===== src/rtl/clock_pkg.sv =====
// Shared definitions for the digital-clock set controller: state encodings,
// per-field blink masks, mode LED codes and small decode helpers.
package clock_pkg;

    typedef enum logic [1:0] {
        ST_RUN      = 2'd0,
        ST_ADJ_HOUR = 2'd1,
        ST_ADJ_MIN  = 2'd2
    } state_t;

    localparam logic [3:0] HOUR_MASK = 4'b1100;
    localparam logic [3:0] MIN_MASK  = 4'b0011;
    localparam logic [3:0] NO_MASK   = 4'b0000;

    localparam logic [1:0] LED_RUN      = 2'b00;
    localparam logic [1:0] LED_ADJ_HOUR = 2'b01;
    localparam logic [1:0] LED_ADJ_MIN  = 2'b10;

    // Digits that flash while a state is active.
    function automatic logic [3:0] field_mask(input state_t st);
        logic [3:0] mask;
        case (st)
            ST_ADJ_HOUR: mask = HOUR_MASK;
            ST_ADJ_MIN:  mask = MIN_MASK;
            default:     mask = NO_MASK;
        endcase
        return mask;
    endfunction

    // Front-panel LED code for a state.
    function automatic logic [1:0] mode_code(input state_t st);
        logic [1:0] code;
        case (st)
            ST_ADJ_HOUR: code = LED_ADJ_HOUR;
            ST_ADJ_MIN:  code = LED_ADJ_MIN;
            default:     code = LED_RUN;
        endcase
        return code;
    endfunction

endpackage


===== src/rtl/blink_gen.sv =====
// Blink half-period generator: counts 0..BLINK_HALF-1 while enabled and
// toggles phase on each wrap. A synchronous clear restarts it with the
// digits visible (phase 0). wrap flags the cycle on which phase will toggle,
// so the parent can register the upcoming phase into its outputs.
module blink_gen #(
    parameter int BLINK_HALF = 50_000_000
) (
    input  logic clk,
    input  logic reset,
    input  logic clr,
    input  logic en,
    output logic phase,
    output logic wrap
);

    localparam int CNT_W = (BLINK_HALF > 1) ? $clog2(BLINK_HALF) : 1;
    localparam logic [CNT_W-1:0] CNT_LAST = CNT_W'(BLINK_HALF - 1);

    logic [CNT_W-1:0] cnt_r;
    logic [CNT_W-1:0] cnt_s;
    logic             phase_r;
    logic             phase_s;
    logic             wrap_s;

    // Next counter/phase: clear dominates, then count while enabled.
    always_comb begin
        cnt_s   = cnt_r;
        phase_s = phase_r;
        wrap_s  = 1'b0;
        if (clr) begin
            cnt_s   = {CNT_W{1'b0}};
            phase_s = 1'b0;
        end else if (en) begin
            if (cnt_r == CNT_LAST) begin
                cnt_s   = {CNT_W{1'b0}};
                phase_s = ~phase_r;
                wrap_s  = 1'b1;
            end else begin
                cnt_s   = cnt_r + CNT_W'(1);
            end
        end else begin
            cnt_s   = cnt_r;
            phase_s = phase_r;
        end
    end

    // Counter and phase registers with synchronous active-low reset.
    always_ff @(posedge clk) begin
        if (!reset) begin
            cnt_r   <= {CNT_W{1'b0}};
            phase_r <= 1'b0;
        end else begin
            cnt_r   <= cnt_s;
            phase_r <= phase_s;
        end
    end

    assign phase = phase_r;
    assign wrap  = wrap_s;

endmodule


===== src/rtl/clock_set_ctrl.sv =====
// Mode controller for the digital clock: RUN / adjust-hours / adjust-minutes.
// Converts button pulses into adjust strobes, drives the timer run enable,
// the seconds clear pulse, the mode LEDs and the blink mask of the field
// being adjusted. An idle timeout returns to RUN after TIMEOUT_S seconds.
// All outputs are registered from the next-state values, so they change on
// the same edge as the state register.
module clock_set_ctrl
    import clock_pkg::*;
#(
    parameter int BLINK_HALF = 50_000_000,
    parameter int TIMEOUT_S  = 10
) (
    input  logic       clk,
    input  logic       reset,
    input  logic       tick_1hz,
    input  logic       btn_mode,
    input  logic       btn_up,
    input  logic       btn_down,
    output logic       run_en,
    output logic       sec_clear,
    output logic       hour_inc,
    output logic       hour_dec,
    output logic       min_inc,
    output logic       min_dec,
    output logic [3:0] digit_blank,
    output logic [1:0] mode_led
);

    localparam int IDLE_W = $clog2(TIMEOUT_S + 1);
    localparam logic [IDLE_W-1:0] IDLE_LAST = IDLE_W'(TIMEOUT_S);

    state_t            state_r;
    state_t            state_s;
    logic [IDLE_W-1:0] idle_r;
    logic [IDLE_W-1:0] idle_s;

    logic       any_btn_s;
    logic       timeout_s;
    logic       sec_clear_s;
    logic       hour_inc_s;
    logic       hour_dec_s;
    logic       min_inc_s;
    logic       min_dec_s;
    logic       strobe_s;
    logic       enter_adj_s;
    logic       blink_clr_s;
    logic       blink_en_s;
    logic       phase_s;
    logic       wrap_s;
    logic       phase_next_s;
    logic [3:0] blank_s;

    logic       run_en_r;
    logic       sec_clear_r;
    logic       hour_inc_r;
    logic       hour_dec_r;
    logic       min_inc_r;
    logic       min_dec_r;
    logic [3:0] digit_blank_r;
    logic [1:0] mode_led_r;

    // Idle timeout fires on the terminal tick unless a button arrives with it.
    always_comb begin
        any_btn_s = btn_mode | btn_up | btn_down;
        if ((state_r != ST_RUN) && tick_1hz && !any_btn_s &&
            ((idle_r + IDLE_W'(1)) == IDLE_LAST)) begin
            timeout_s = 1'b1;
        end else begin
            timeout_s = 1'b0;
        end
    end

    // Next-state and strobe decode; btn_mode beats both timeout and adjust.
    always_comb begin
        state_s     = state_r;
        sec_clear_s = 1'b0;
        hour_inc_s  = 1'b0;
        hour_dec_s  = 1'b0;
        min_inc_s   = 1'b0;
        min_dec_s   = 1'b0;
        case (state_r)
            ST_RUN: begin
                if (btn_mode) begin
                    state_s = ST_ADJ_HOUR;
                end else begin
                    state_s = ST_RUN;
                end
            end
            ST_ADJ_HOUR: begin
                if (btn_mode) begin
                    state_s = ST_ADJ_MIN;
                end else if (timeout_s) begin
                    state_s     = ST_RUN;
                    sec_clear_s = 1'b1;
                end else begin
                    hour_inc_s = btn_up & ~btn_down;
                    hour_dec_s = btn_down & ~btn_up;
                end
            end
            ST_ADJ_MIN: begin
                if (btn_mode) begin
                    state_s     = ST_RUN;
                    sec_clear_s = 1'b1;
                end else if (timeout_s) begin
                    state_s     = ST_RUN;
                    sec_clear_s = 1'b1;
                end else begin
                    min_inc_s = btn_up & ~btn_down;
                    min_dec_s = btn_down & ~btn_up;
                end
            end
            default: begin
                state_s = ST_RUN;
            end
        endcase
    end

    // Idle counter next value: restarts on any button, state change or RUN.
    always_comb begin
        if ((state_s != state_r) || any_btn_s || (state_s == ST_RUN)) begin
            idle_s = {IDLE_W{1'b0}};
        end else if (tick_1hz) begin
            idle_s = idle_r + IDLE_W'(1);
        end else begin
            idle_s = idle_r;
        end
    end

    // Blink control and the mask that will be visible after this edge.
    always_comb begin
        strobe_s     = hour_inc_s | hour_dec_s | min_inc_s | min_dec_s;
        enter_adj_s  = (state_s != state_r) && (state_s != ST_RUN);
        blink_en_s   = (state_s != ST_RUN);
        blink_clr_s  = enter_adj_s | strobe_s | (state_s == ST_RUN);
        if (blink_clr_s) begin
            phase_next_s = 1'b0;
        end else begin
            phase_next_s = phase_s ^ wrap_s;
        end
        if (phase_next_s) begin
            blank_s = field_mask(state_s);
        end else begin
            blank_s = NO_MASK;
        end
    end

    blink_gen #(
        .BLINK_HALF (BLINK_HALF)
    ) u_blink (
        .clk   (clk),
        .reset (reset),
        .clr   (blink_clr_s),
        .en    (blink_en_s),
        .phase (phase_s),
        .wrap  (wrap_s)
    );

    // State and idle counter registers.
    always_ff @(posedge clk) begin
        if (!reset) begin
            state_r <= ST_RUN;
            idle_r  <= {IDLE_W{1'b0}};
        end else begin
            state_r <= state_s;
            idle_r  <= idle_s;
        end
    end

    // Output registers, loaded from the next-state decode.
    always_ff @(posedge clk) begin
        if (!reset) begin
            run_en_r      <= 1'b1;
            sec_clear_r   <= 1'b0;
            hour_inc_r    <= 1'b0;
            hour_dec_r    <= 1'b0;
            min_inc_r     <= 1'b0;
            min_dec_r     <= 1'b0;
            digit_blank_r <= NO_MASK;
            mode_led_r    <= LED_RUN;
        end else begin
            run_en_r      <= (state_s == ST_RUN);
            sec_clear_r   <= sec_clear_s;
            hour_inc_r    <= hour_inc_s;
            hour_dec_r    <= hour_dec_s;
            min_inc_r     <= min_inc_s;
            min_dec_r     <= min_dec_s;
            digit_blank_r <= blank_s;
            mode_led_r    <= mode_code(state_s);
        end
    end

    assign run_en      = run_en_r;
    assign sec_clear   = sec_clear_r;
    assign hour_inc    = hour_inc_r;
    assign hour_dec    = hour_dec_r;
    assign min_inc     = min_inc_r;
    assign min_dec     = min_dec_r;
    assign digit_blank = digit_blank_r;
    assign mode_led    = mode_led_r;

endmodule


===== config.mk =====
export PLATFORM = sky130hd
export DESIGN_NAME = clock_set_ctrl
export DESIGN_NICKNAME = d
export VERILOG_FILES = /design/src/rtl/clock_pkg.sv /design/src/rtl/blink_gen.sv /design/src/rtl/clock_set_ctrl.sv
export SDC_FILE = /design/constraint.sdc
export NUM_CORES = 1
export LEC_CHECK = 0
export BUFFER_PORTS_ARGS = -buffer_cell sky130_fd_sc_hd__buf_2
export CAP_MARGIN = 40
export CORE_MARGIN = 10
export CORE_UTILIZATION = 53
export DETAILED_ROUTE_END_ITERATION = 8
export PLACE_DENSITY_LB_ADDON = 0.1
export SYNTH_ARGS = -nofsm -noshare
export SYNTH_HDL_FRONTEND = slang
export SYNTH_SLANG_ARGS = --single-unit

===== constraint.sdc =====
create_clock -name clk -period 2.05 [get_ports clk]
set_input_delay 0.41 -clock clk [delete_from_list [all_inputs] [get_ports clk]]
set_output_delay 0.41 -clock clk [all_outputs]
set_load 0.05 [all_outputs]

# After elaboration in Yosys (flattened, before gate mapping)
# Index checks and enable logic that the tools add are counted.
# op_classes
mux	25
bitwise_logic	14
n_eq_ne	7
addsub	2
reduce_logical	15
# op_table
cell	count
adder 26 x 1 -> 26 bit, second input constant	1
== test 26 bit, second input constant	1
two-way mux 26 bit	1
two-way mux 1 bit	17
one-hot mux 4 bit (2 select lines)	1
bitwise OR 1 bit	7
two-way mux 2 bit	3
one-hot mux 2 bit (3 select lines)	1
adder 4 x 1 -> 4 bit, second input constant	1
== test 2 x 1 -> 1 bit, second input constant	2
== test 2 bit, second input constant	2
== test 4 bit, second input constant	1
logical AND 1 bit	4
zero test 2 bit	2
NOT 1 bit	4
one-hot mux 2 bit (2 select lines)	1
AND reduction 2 bit	2
nonzero test 2 bit	2
OR reduction 2 bit	2
AND 1 bit	2
logical OR 1 bit	2
inequality test 2 bit	1
one-hot mux 1 bit (2 select lines)	1
zero test 1 bit	1
XOR 1 bit	1
# totals
wordCells	75
input_bits	6
register_bits	45

# Longest topological paths before layout
# Gate-level depths: netlist of the first run.
# depth
ltp_word	18
mapped_depth	12

# Cells and area by module
# Synthesis of the first run repeated with hierarchy kept, for this count alone.
# hier_totals
hier_cells	243
area_unflattened_um2	2172.1
# by_module_without_submodules
module	seq_area_each_um2	cells_each	area_per_inst_um2	instances
blink_gen	540.5	155	1325.0	1
clock_set_ctrl	320.3	88	847.1	1

# Least setup slack after synthesis of the first run
# OpenSTA, ideal clock, no wires.
# synth_path
kind	reg2reg
start	register state_r[0]
end	register u_blink.cnt_r[12]
t_required_ps	1988
setup_slack_ps	-243
n_path_buf	3
setup_ps	62
arrival_ps	2231
path_stages_with_launch	12
path_cell_list	dfxtp_1 -> inv_1 -> ha_1 -> o22ai_1 -> a211oi_2 -> o21a_1 -> buf_6 -> nand2_4 -> or4b_1 -> buf_6 -> buf_8 -> nor2_4
# synth_via
elab_chain_len	14
# synth_rtl
element	line	text
from (decl)	clock_set_ctrl.sv:32	state_t state_r;
from (signal assigned)	clock_set_ctrl.sv:164	state_r <= state_s;
nonzero test 2 bit	clock_set_ctrl.sv:65	if ((state_r != ST_RUN) && tick_1hz && !any_btn_s &&
logical AND 1 bit (3 in a row)	clock_set_ctrl.sv:65	
two-way mux 1 bit	clock_set_ctrl.sv:65	
two-way mux 1 bit	clock_set_ctrl.sv:92, clock_set_ctrl.sv:104	
two-way mux 1 bit	clock_set_ctrl.sv:101	if (btn_mode) begin
two-way mux 1 bit	clock_set_ctrl.sv:81	case (state_r)
bitwise OR 1 bit (3 in a row)	clock_set_ctrl.sv:131	strobe_s = hour_inc_s | hour_dec_s | min_inc_s | min_dec_s;
bitwise OR 1 bit (2 in a row)	clock_set_ctrl.sv:134	blink_clr_s = enter_adj_s | strobe_s | (state_s == ST_RUN);
OR reduction 2 bit (no source line)	n/a	
to (signal assigned)	blink_gen.sv:50	cnt_r <= {CNT_W{1'b0}};
to (signal assigned)	blink_gen.sv:53	cnt_r <= cnt_s;
to (decl)	blink_gen.sv:19	logic [CNT_W-1:0] cnt_r;
# Several ways; a longest one is shown, not always the timed one.
# A chain may end at the register's enable or synchronous reset.

# Worst setup path in the final report of the first run
# layout_path
start	register state_r[1]
end	register u_blink.cnt_r[9]
# Same word-level chain as after synthesis.

==> results.sh, run 1 <==
export IMPL_syn_inst=234
export IMPL_cts_buffer_depth=2
export IMPL_grt_pass1_vias=1835
export IMPL_cap_violations=0
export IMPL_antenna_found_initial=0
export IMPL_dp_cells=348
export IMPL_synthDistinctLibCells=46
export IMPL_dieArea_um2=7180
export IMPL_yosysMostFrequentCell="dfxtp_1"
export IMPL_syn2layout_area_growth_pct=36.4
export IMPL_cp_arrival_ps=2580
export IMPL_yosys_warnings=0
export IMPL_drive_gt1_share_pct=43.6
export IMPL_slowest_delay_ps=600
export IMPL_final_cells=362
export IMPL_worst_slew_pin_slew_ps=544
export IMPL_start_util_pct=55.1
export IMPL_synth_area_per_cell_um2=9.49
export IMPL_skew_ps=5.23
export IMPL_worst_slack_ps=-274
export IMPL_grt_pass1_wl_um=8300
export IMPL_finalSetupViolCount=25
export IMPL_maxSlewViolCount=0
export IMPL_yosys_area_top_type_share_pct=38.8
export IMPL_worstPathRequired_ps=2300
export IMPL_cellLeakagePower_uw=0.00115
export IMPL_cts_tree="built"
export IMPL_fin_setup_tns_ps=-4570
export IMPL_reg2reg_depth=8
export IMPL_critPathKind="reg2reg"
export IMPL_overflow=0
export IMPL_ys_ff_latch=43
export IMPL_crit_fanout=7
export IMPL_startpoint_type="register"
export IMPL_ctsHoldBuffers=0
export IMPL_synth_largest_area_cell="dfxtp_1"
export IMPL_synth_area_leaders="dfxtp_1 39%, nor2_4 9.1%, xor2_1 7.5%"
export IMPL_max_slew_margin_pct=63.3
export IMPL_die_w_um=84.7
export IMPL_viasPerCell=5.27
export IMPL_p_seq_share_pct=48.3
export IMPL_ir_drop_mv=0.362
export IMPL_diodes=0
export IMPL_firstDrtPassIters=4
export IMPL_cts_root_buf="clkbuf_8"
export IMPL_insertion_delay_ps=300
export IMPL_power_density_nw_per_um2=581
export IMPL_max_clock_freq_ghz=0.430
export IMPL_dpl_hpwl_um=3500
export IMPL_drt_iter0_markers=112
export IMPL_gp_congestion=0.865
export IMPL_placed_area_um2=2730
export IMPL_routed_wl_um=4970
export IMPL_fp_dieH_um=84.7
export IMPL_htree_levels=2
export IMPL_min_delay_path_depth=3
export IMPL_design_core_area_um2=4030
export IMPL_r2r_setup_slack_ps=-270
export IMPL_avgRoutedWirePerCell_um=13.7
export IMPL_hold_viol=0
export IMPL_swShare_pct=25.1
export IMPL_utilization_pct=75.1
export IMPL_hold_end="idle_r[1]"
export IMPL_synth_fp_nets=247
export IMPL_fin_nets=324
export IMPL_whs_ps=423
export IMPL_portBuffers=17
export IMPL_synth_ff_type="dfxtp_1"
export IMPL_synth_common_cells="43 x dfxtp_1, 19 x xor2_1, 18 x nor2_4"
export IMPL_gr_usage_all_layers_pct=13.6
export IMPL_cp_num_buf_inv=2
export IMPL_rsz0062_at_grt="yes"
export IMPL_synth_enable_flop_cells=0
export IMPL_fill_cells=303
export IMPL_power_net_switching_uw=442
export IMPL_rr_startpoint="state_r[1]"
export IMPL_cp_cell_sequence="inv_4, ha_4, nor2_4, or3_4, o31a_1, or4b_4, buf_12, o21ba_4"
export IMPL_yosysSeqAreaShare_pct=38.8
export IMPL_async_flop_share_pct=0
export IMPL_clkPwrFrac_pct=37.9
export IMPL_p_int_uw=1320
export IMPL_cts_buffers=5
export IMPL_stdcell_area_um2=3030
export IMPL_grt_max_degree=18
export IMPL_route_vias_total=1909
export IMPL_violations="negative setup slack"
export IMPL_ant_nets=0
export IMPL_pwr_share_comb_pct=13.8
export IMPL_hp_start="tick_1hz"
export IMPL_hold_class="in2reg"
export IMPL_clock_sinks=43
export IMPL_rows=23
export IMPL_outcome="complete, but fails checks"
export IMPL_period_needed_ps=2320
export IMPL_drcViolationCount=0
export IMPL_crit_path_end_kind="register"
export IMPL_fin_crit_sh_pct=113
export IMPL_syn_area_um2=2220
export IMPL_io_pins=18
export IMPL_path_clk_slew_ps=80
export IMPL_crit_family="simple AND/OR/NAND/NOR gates"
export IMPL_rr_endpoint="u_blink.cnt_r[9]"
export IMPL_cp_slowest_cell="or4b_4"
-- per-stage QoR --
step | total power, µW | setup slack [ps]
4_1_cts | 1750 | -229
5_1_grt | 1830 | -321
3_3_place_gp | 1070 | -332
6_report | 1760 | -274
3_5_place_dp | 1070 | -395
2_1_floorplan | 1000 | -160
-- cell families after synthesis --
family                     synth area share [%]
xor gates and xnor gates                   10.3
and+or+nand+nor                            34.4
AOI/OAI and AO/OA                          7.61
DFF                                        38.8
buffers and inverters                      5.02
adders and majority gates                  3.95
-- power groups by stage --
stage,registers (µW),logic [µW],clock network [µW]
2_1_floorplan,883,121,0
6_report,849,243,666
4_1_cts,848,224,681
3_3_place_gp,868,201,0
5_1_grt,850,261,715
3_5_place_dp,868,204,0
-- final cells by class --
class	instances	area (µm²)	share of cell area (%)
Clock buffer	5	68.8	2.27
Clock inverter	3	43.8	1.45
Inverter	6	27.5	0.909
Multi-Input combinational cell	176	1350	44.7
Sequential cell	43	873	28.9
Tap cell	50	62.6	2.07
Timing Repair Buffer	79	597	19.7
-- cells in the final DEF (no fill, tap or decap), drive strengths merged, types with 2 or more instances in the layout --
cell	n
a211oi	2
a21oi	6
and2	6
and3	4
and4	3
buf	78
clkbuf	6
clkinv	2
dfxtp	43
ha	7
inv	6
nand2	15
nand3	12
nand4	14
nor2	34
nor3	7
nor4	2
nor4b	3
nor4bb	2
o21a	2
o21ai	10
or3	8
xnor2	7
xor2	19
-- registers in the layout, indices dropped and copies added, names as in the netlist --
name	count
u_blink.cnt_r	26
idle_r	4
digit_blank	2
mode_led	2
state_r	2
hour_dec	1
hour_inc	1
min_dec	1
min_inc	1
run_en	1
sec_clear	1
u_blink.phase	1
-- routing by layer --
| metal | wire length, µm | track usage (%) |
|---|---|---|
| met5 | 0 | 0 |
| met4 | 61 | 4.49 |
| met3 | 229 | 3.48 |
| met2 | 2320 | 21.5 |
| met1 | 2360 | 17.7 |
-- what timing repair did --
action	CTS	global route
pin swaps	8	6
gates cloned	0	1
resized for setup	15	14
endpoints found under the setup margin	27	29
buffers inserted	2	4
-- tightest hold or removal path: cells and delay by family --
kind / cells / cell delay, ps
AO/OA/AOI/OAI: 1 / 60
buffers and inverters: 2 / 220
-- worst max path at each step --
stage | startpoint | endpoint | depth (start not counted)
finish | state_r[1] | u_blink.cnt_r[9] | 8
global placement | state_r[0] | u_blink.cnt_r[9] | 8
detailed placement | state_r[0] | u_blink.cnt_r[9] | 8
CTS | state_r[1] | u_blink.cnt_r[9] | 8
floorplan | state_r[0] | u_blink.cnt_r[19] | 11
global route | state_r[1] | u_blink.cnt_r[9] | 8
Power figures use the tool's default switching activity.
==> run 2, diff against run 1 <==
--- a/config.mk
+++ b/config.mk
@@ -5,11 +5,11 @@
 export SDC_FILE = /design/constraint.sdc
 export NUM_CORES = 1
 export LEC_CHECK = 0
-export BUFFER_PORTS_ARGS = -buffer_cell sky130_fd_sc_hd__buf_2
 export CAP_MARGIN = 40
 export CORE_MARGIN = 10
-export CORE_UTILIZATION = 53
+export CORE_UTILIZATION = 56
 export DETAILED_ROUTE_END_ITERATION = 8
+export DONT_BUFFER_PORTS = 1
 export PLACE_DENSITY_LB_ADDON = 0.1
 export SYNTH_ARGS = -nofsm -noshare
 export SYNTH_HDL_FRONTEND = slang
==> run 2 against run 1 <==
The flow still finishes with violations (negative setup slack). Hold slack worse by 220 ps. Largest power group unchanged. Via count down 0.52%. Clock power fell by 27%. Global-route usage increased by 1.5 points. Clock skew is 0.63 ps lower. Cell area down 4.4%. Non-clock buffer count down 21. Sequential power is 2% higher. Maximum frequency grew 1.5%. Sequential share of layout area is 1.2 points higher. Critical endpoint is now u_blink.cnt_r[15]. Routed wire length increased by 9.4%.
==> results.sh, run 2 (synthesized netlist as in run 1, its figures left out) <==
export IMPL_cts_buffer_depth=2
export IMPL_cts_buffers=5
export IMPL_syn2layout_area_growth_pct=30.4
export IMPL_rsz0062_at_grt="yes"
export IMPL_cts_root_buf="clkbuf_8"
export IMPL_ant_nets=0
export IMPL_rr_endpoint="u_blink.cnt_r[15]"
export IMPL_max_clock_freq_ghz=0.437
export IMPL_startpoint_type="register"
export IMPL_htree_levels=2
export IMPL_drive_gt1_share_pct=38.8
export IMPL_insertion_delay_ps=290
export IMPL_power_density_nw_per_um2=540
export IMPL_io_pins=18
export IMPL_design_core_area_um2=3740
export IMPL_start_util_pct=59.3
export IMPL_fin_nets=303
export IMPL_cp_arrival_ps=2520
export IMPL_hp_start="tick_1hz"
export IMPL_largest_register_ffs=26
export IMPL_fin_crit_sh_pct=112
export IMPL_drcViolationCount=0
export IMPL_portBuffers=0
export IMPL_violations="negative setup slack"
export IMPL_hold_class="in2reg"
export IMPL_diodes=0
export IMPL_grt_max_degree=18
export IMPL_worst_slew_pin_slew_ps=503
export IMPL_regArea_um2=871
export IMPL_dieArea_um2=6880
export IMPL_cp_num_buf_inv=2
export IMPL_fp_dieH_um=83.0
export IMPL_largest_register="u_blink.cnt_r"
export IMPL_die_w_um=83.0
export IMPL_gr_usage_all_layers_pct=15.2
export IMPL_finalPower_uw=1560
export IMPL_routed_wl_um=5440
export IMPL_ir_drop_mv=0.490
export IMPL_cp_common_cell="nor2_4"
export IMPL_cts_tree="built"
export IMPL_utilization_pct=77.3
export IMPL_crit_family="simple AND/OR/NAND/NOR gates"
export IMPL_grt_pass1_vias=1952
export IMPL_finalSetupViolCount=27
export IMPL_top_regs="u_blink.cnt_r: 26 flops, idle_r: 4 flops"
export IMPL_hold_end="idle_r[1]"
export IMPL_grt_pass1_wl_um=9030
export IMPL_avgRoutedWirePerCell_um=16.1
export IMPL_path_clk_slew_ps=70
export IMPL_cap_violations=0
export IMPL_dp_slack_ps=-396
export IMPL_cp_cell_sequence="inv_4, ha_4, nor2_4, or3_4, o31a_1, or4b_4, buf_12, nor2_4"
export IMPL_multi_input_area_um2=1380
export IMPL_clock_sinks=43
export IMPL_period_needed_ps=2290
export IMPL_worstPathRequired_ps=2280
export IMPL_final_common_cell="buf_4"
export IMPL_crit_fanout=8
export IMPL_gp_congestion=0.932
export IMPL_outcome="complete, but fails checks"
export IMPL_cellLeakagePower_uw=0.00104
export IMPL_min_delay_path_depth=1
export IMPL_viasPerCell=5.64
export IMPL_skew_ps=4.60
export IMPL_firstDrtPassIters=4
export IMPL_reg2reg_depth=8
export IMPL_hold_viol=0
export IMPL_max_slew_margin_pct=66.4
export IMPL_ctsHoldBuffers=0
export IMPL_fill_cells=243
export IMPL_rr_startpoint="state_r[1]"
export IMPL_worst_slack_ps=-239
export IMPL_route_vias_total=1899
export IMPL_maxSlewViolCount=0
export IMPL_crit_path_end_kind="register"
export IMPL_cp_slowest_cell="or4b_4"
export IMPL_critPathKind="reg2reg"
export IMPL_antenna_found_initial=0
export IMPL_slowest_delay_ps=630
export IMPL_rows=22
export IMPL_drt_iter0_markers=129
export IMPL_overflow=0
export IMPL_dpl_hpwl_um=3740
export IMPL_mostFrequentLayoutCells="54 x buf_4, 39 x dfxtp_1, 20 x nor2_4, 18 x xor2_1"
export IMPL_r2r_setup_slack_ps=-240
-- run 2: layout make-up --
type / count / share of cell area (%)
Timing Repair Buffer: 58 / 16.7
Clock buffer: 6 / 2.51
Inverter: 6 / 0.951
Sequential cell: 43 / 30.1
Multi-Input combinational cell: 176 / 47.6
Tap cell: 48 / 2.08
-- run 2: power by group --
part	switching [µW]	internal, µW
clock	259	227
sequential	23.7	842
combinational	110	100
-- run 2: worst register-to-register path: stages, from the launching register on --
cell     delay [ps]
dfxtp_4         380
inv_4            80
ha_4            190
nor2_4           50
or3_4           330
o31a_1          270
or4b_4          630
buf_12          200
nor2_4          100
-- run 2: metrics by stage --
| stage | cells | TNS, ps | hold slack, ps | area (µm²) |
|---|---|---|---|---|
| floorplan | 234 | -3280 | 465 | 2250 |
| global route | 337 | -6580 | 203 | 2890 |
| global placement | 322 | -6390 | 475 | 2590 |
| CTS | 331 | -3490 | 202 | 2820 |
| finish | 337 | -5360 | 207 | 2890 |
| detailed placement | 322 | -8890 | 498 | 2590 |
-- run 2: layer usage --
metal | wire (µm) | global-route usage, % | vias up | share of wire, %
li1 | - | - | 927 | -
met2 | 2730 | 26.2 | 55 | 50
met3 | 245 | 3.91 | 13 | 4.5
met4 | 119 | 6.92 | 0 | 2.2
met1 | 2350 | 16.9 | 904 | 43
met5 | 0 | 0 | - | 0
-- run 2: timing repair --
| item | in CTS | in global routing |
|---|---|---|
| setup buffers | 3 | 6 |
| endpoints found under the hold margin | 0 | 0 |
| gates resized for setup | 27 | 7 |
| gates cloned | 1 | 0 |
| pin swaps | 18 | 6 |
| setup endpoints to repair | 28 | 29 |
-- run 2: how the worst max path moves through the flow --
stage	cells past startpoint	endpoint	from
6_report	8	u_blink.cnt_r[15]	state_r[1]
5_1_grt	9	u_blink.cnt_r[13]	state_r[1]
4_1_cts	8	u_blink.cnt_r[13]	state_r[1]
3_5_place_dp	9	u_blink.cnt_r[13]	state_r[0]
3_3_place_gp	8	u_blink.cnt_r[12]	state_r[0]
2_1_floorplan	11	u_blink.cnt_r[19]	state_r[0]
==> run 3, diff against run 2 <==
==> constraint.sdc (replaced) <==
create_clock -name clk -period 2.05 [get_ports clk]
set_input_delay 0.205 -clock clk [delete_from_list [all_inputs] [get_ports clk]]
set_output_delay 0.205 -clock clk [all_outputs]
set_load 0.05 [all_outputs]
==> run 3 against run 2 <==
The run still ends with negative setup slack left. Final cell count decreased by 0.59%. Global-route usage about the same. Sequential power about the same. Critical path type unchanged.
==> results.sh, run 3 (synthesized netlist as in run 1, its figures left out) <==
export IMPL_hold_end="idle_r[0]"
export IMPL_crit_path_end_kind="register"
export IMPL_gr_usage_all_layers_pct=15.2
export IMPL_cap_violations=0
export IMPL_final_common_cell="buf_4"
export IMPL_grt_busiest_layer="met2"
export IMPL_gp_congestion=0.935
export IMPL_r2r_setup_slack_ps=-220
export IMPL_routed_wl_um=5440
export IMPL_viasPerCell=5.73
export IMPL_fill_cells=246
export IMPL_largest_register_ffs=26
export IMPL_fp_dieH_um=83.0
export IMPL_critPathKind="reg2reg"
export IMPL_ir_drop_mv=0.516
export IMPL_violations="negative setup slack"
export IMPL_diodes=0
export IMPL_grt_pass1_vias=1936
export IMPL_outcome="complete, but fails checks"
export IMPL_grt_max_degree=18
export IMPL_firstDrtPassIters=4
export IMPL_dieArea_um2=6880
export IMPL_design_core_area_um2=3740
export IMPL_skew_ps=3.83
export IMPL_period_needed_ps=2270
export IMPL_io_pins=18
export IMPL_hold_viol=0
export IMPL_rsz0062_at_grt="yes"
export IMPL_cellLeakagePower_uw=0.00104
export IMPL_met3_usage_pct=3.71
export IMPL_power_density_nw_per_um2=576
export IMPL_grt_pass1_wl_um=8890
export IMPL_worst_slew_pin_slew_ps=501
export IMPL_hold_class="in2reg"
export IMPL_grtUsageMet1_pct=17.1
export IMPL_drive_gt1_share_pct=38.7
export IMPL_hp_start="tick_1hz"
export IMPL_fin_nets=299
export IMPL_final_cells=335
export IMPL_die_w_um=83.0
export IMPL_mostFrequentLayoutCells="49 x buf_4, 39 x dfxtp_1, 20 x nor2_4, 17 x xor2_1, 14 x nand4_1"
export IMPL_cts_buffers=5
export IMPL_crit_fanout=8
export IMPL_maxSlewViolCount=0
export IMPL_drt_iter0_markers=208
export IMPL_syn2layout_area_growth_pct=30.7
export IMPL_cts_buffer_depth=2
export IMPL_antenna_found_initial=0
export IMPL_finalPower_uw=1670
export IMPL_min_delay_path_depth=2
export IMPL_overflow=0
export IMPL_drcViolationCount=0
export IMPL_rr_startpoint="state_r[0]"
export IMPL_start_util_pct=59.3
export IMPL_cp_arrival_ps=2520
export IMPL_dp_cells=320
export IMPL_worst_slack_ps=-224
export IMPL_clock_sinks=43
export IMPL_global_route_usage_met2_pct=24.7
export IMPL_htree_levels=2
export IMPL_cts_tree="built"
export IMPL_max_slew_margin_pct=66.6
export IMPL_reg2reg_depth=9
export IMPL_finalSetupViolCount=27
export IMPL_cts_root_buf="clkbuf_8"
export IMPL_max_clock_freq_ghz=0.440
export IMPL_ant_nets=0
export IMPL_fin_crit_sh_pct=111
export IMPL_startpoint_type="register"
export IMPL_avgRoutedWirePerCell_um=16.3
export IMPL_route_vias_total=1918
export IMPL_top_regs="u_blink.cnt_r: 26 flops, idle_r: 4 flops"
export IMPL_largest_register="u_blink.cnt_r"
export IMPL_portBuffers=0
export IMPL_worstPathRequired_ps=2290
export IMPL_dpl_hpwl_um=3630
export IMPL_insertion_delay_ps=300
export IMPL_rr_endpoint="u_blink.cnt_r[17]"
export IMPL_rows=22
export IMPL_path_clk_slew_ps=80
[run 3: changes by cell type in the layout (fill, tap and decap cells not counted), sizes merged]
cell / delta
buf: -5
dlygate4sd3: +1
clkbuf: +2
[run 3: through the flow]
stage	cell area [µm²]	setup slack [ps]	hold WS, ps	utilization [%]	TNS, ps
finish	2900	-224	62.4	77.5	-4590
detailed placement	2580	-383	308	68.9	-8150
floorplan	2250	-160	278	-	-3280
CTS	2820	-186	34.5	75.4	-3460
global route	2900	-307	65.6	77.5	-7100
global placement	2580	-290	304	68.9	-6420
[run 3: worst max-delay path: stages (launching register included)]
cell and delay [ps]:
dfxtp_4 380, inv_4 80, ha_4 160, o22ai_1 110, a211oi_2 250, o21a_2 240
nand2_4 60, or4b_4 620, buf_12 190, a21oi_4 110
[run 3: cell type report]
type,count,area (µm²),area share (%)
Tap cell,48,60.1,2.07
Inverter,6,27.5,0.949
Sequential cell,43,871,30.0
Timing Repair Buffer,54,460,15.9
Multi-Input combinational cell,176,1380,47.7
Clock buffer,8,100,3.45
[run 3: report_power, final]
part           switching (µW)  internal (µW)  total, µW
Combinational             111            103        214
Sequential               21.7            842        863
Clock                     287            307        594
[run 3: repair_timing]
action,4_1_cts,5_1_grt
hold endpoints to repair,1,0
endpoints found under the setup margin,28,29
buffers inserted,4,2
pin swaps,20,3
gates resized for setup,21,15
gates cloned,1,0
hold buffers,1,0
[run 3: worst max path at each step]
stage | startpoint | endpoint | depth (start not counted)
finish | state_r[0] | u_blink.cnt_r[17] | 9
floorplan | state_r[0] | u_blink.cnt_r[19] | 11
global placement | state_r[0] | u_blink.cnt_r[13] | 8
global route | state_r[1] | u_blink.cnt_r[17] | 9
detailed placement | state_r[0] | u_blink.cnt_r[17] | 8
CTS | state_r[1] | u_blink.cnt_r[17] | 8
[run 3: routing by layer]
metal	part of all wire, %	vias up
met5	0	-
met4	4.3	0
met3	4.5	28
met1	42	911
li1	-	923
met2	49	56
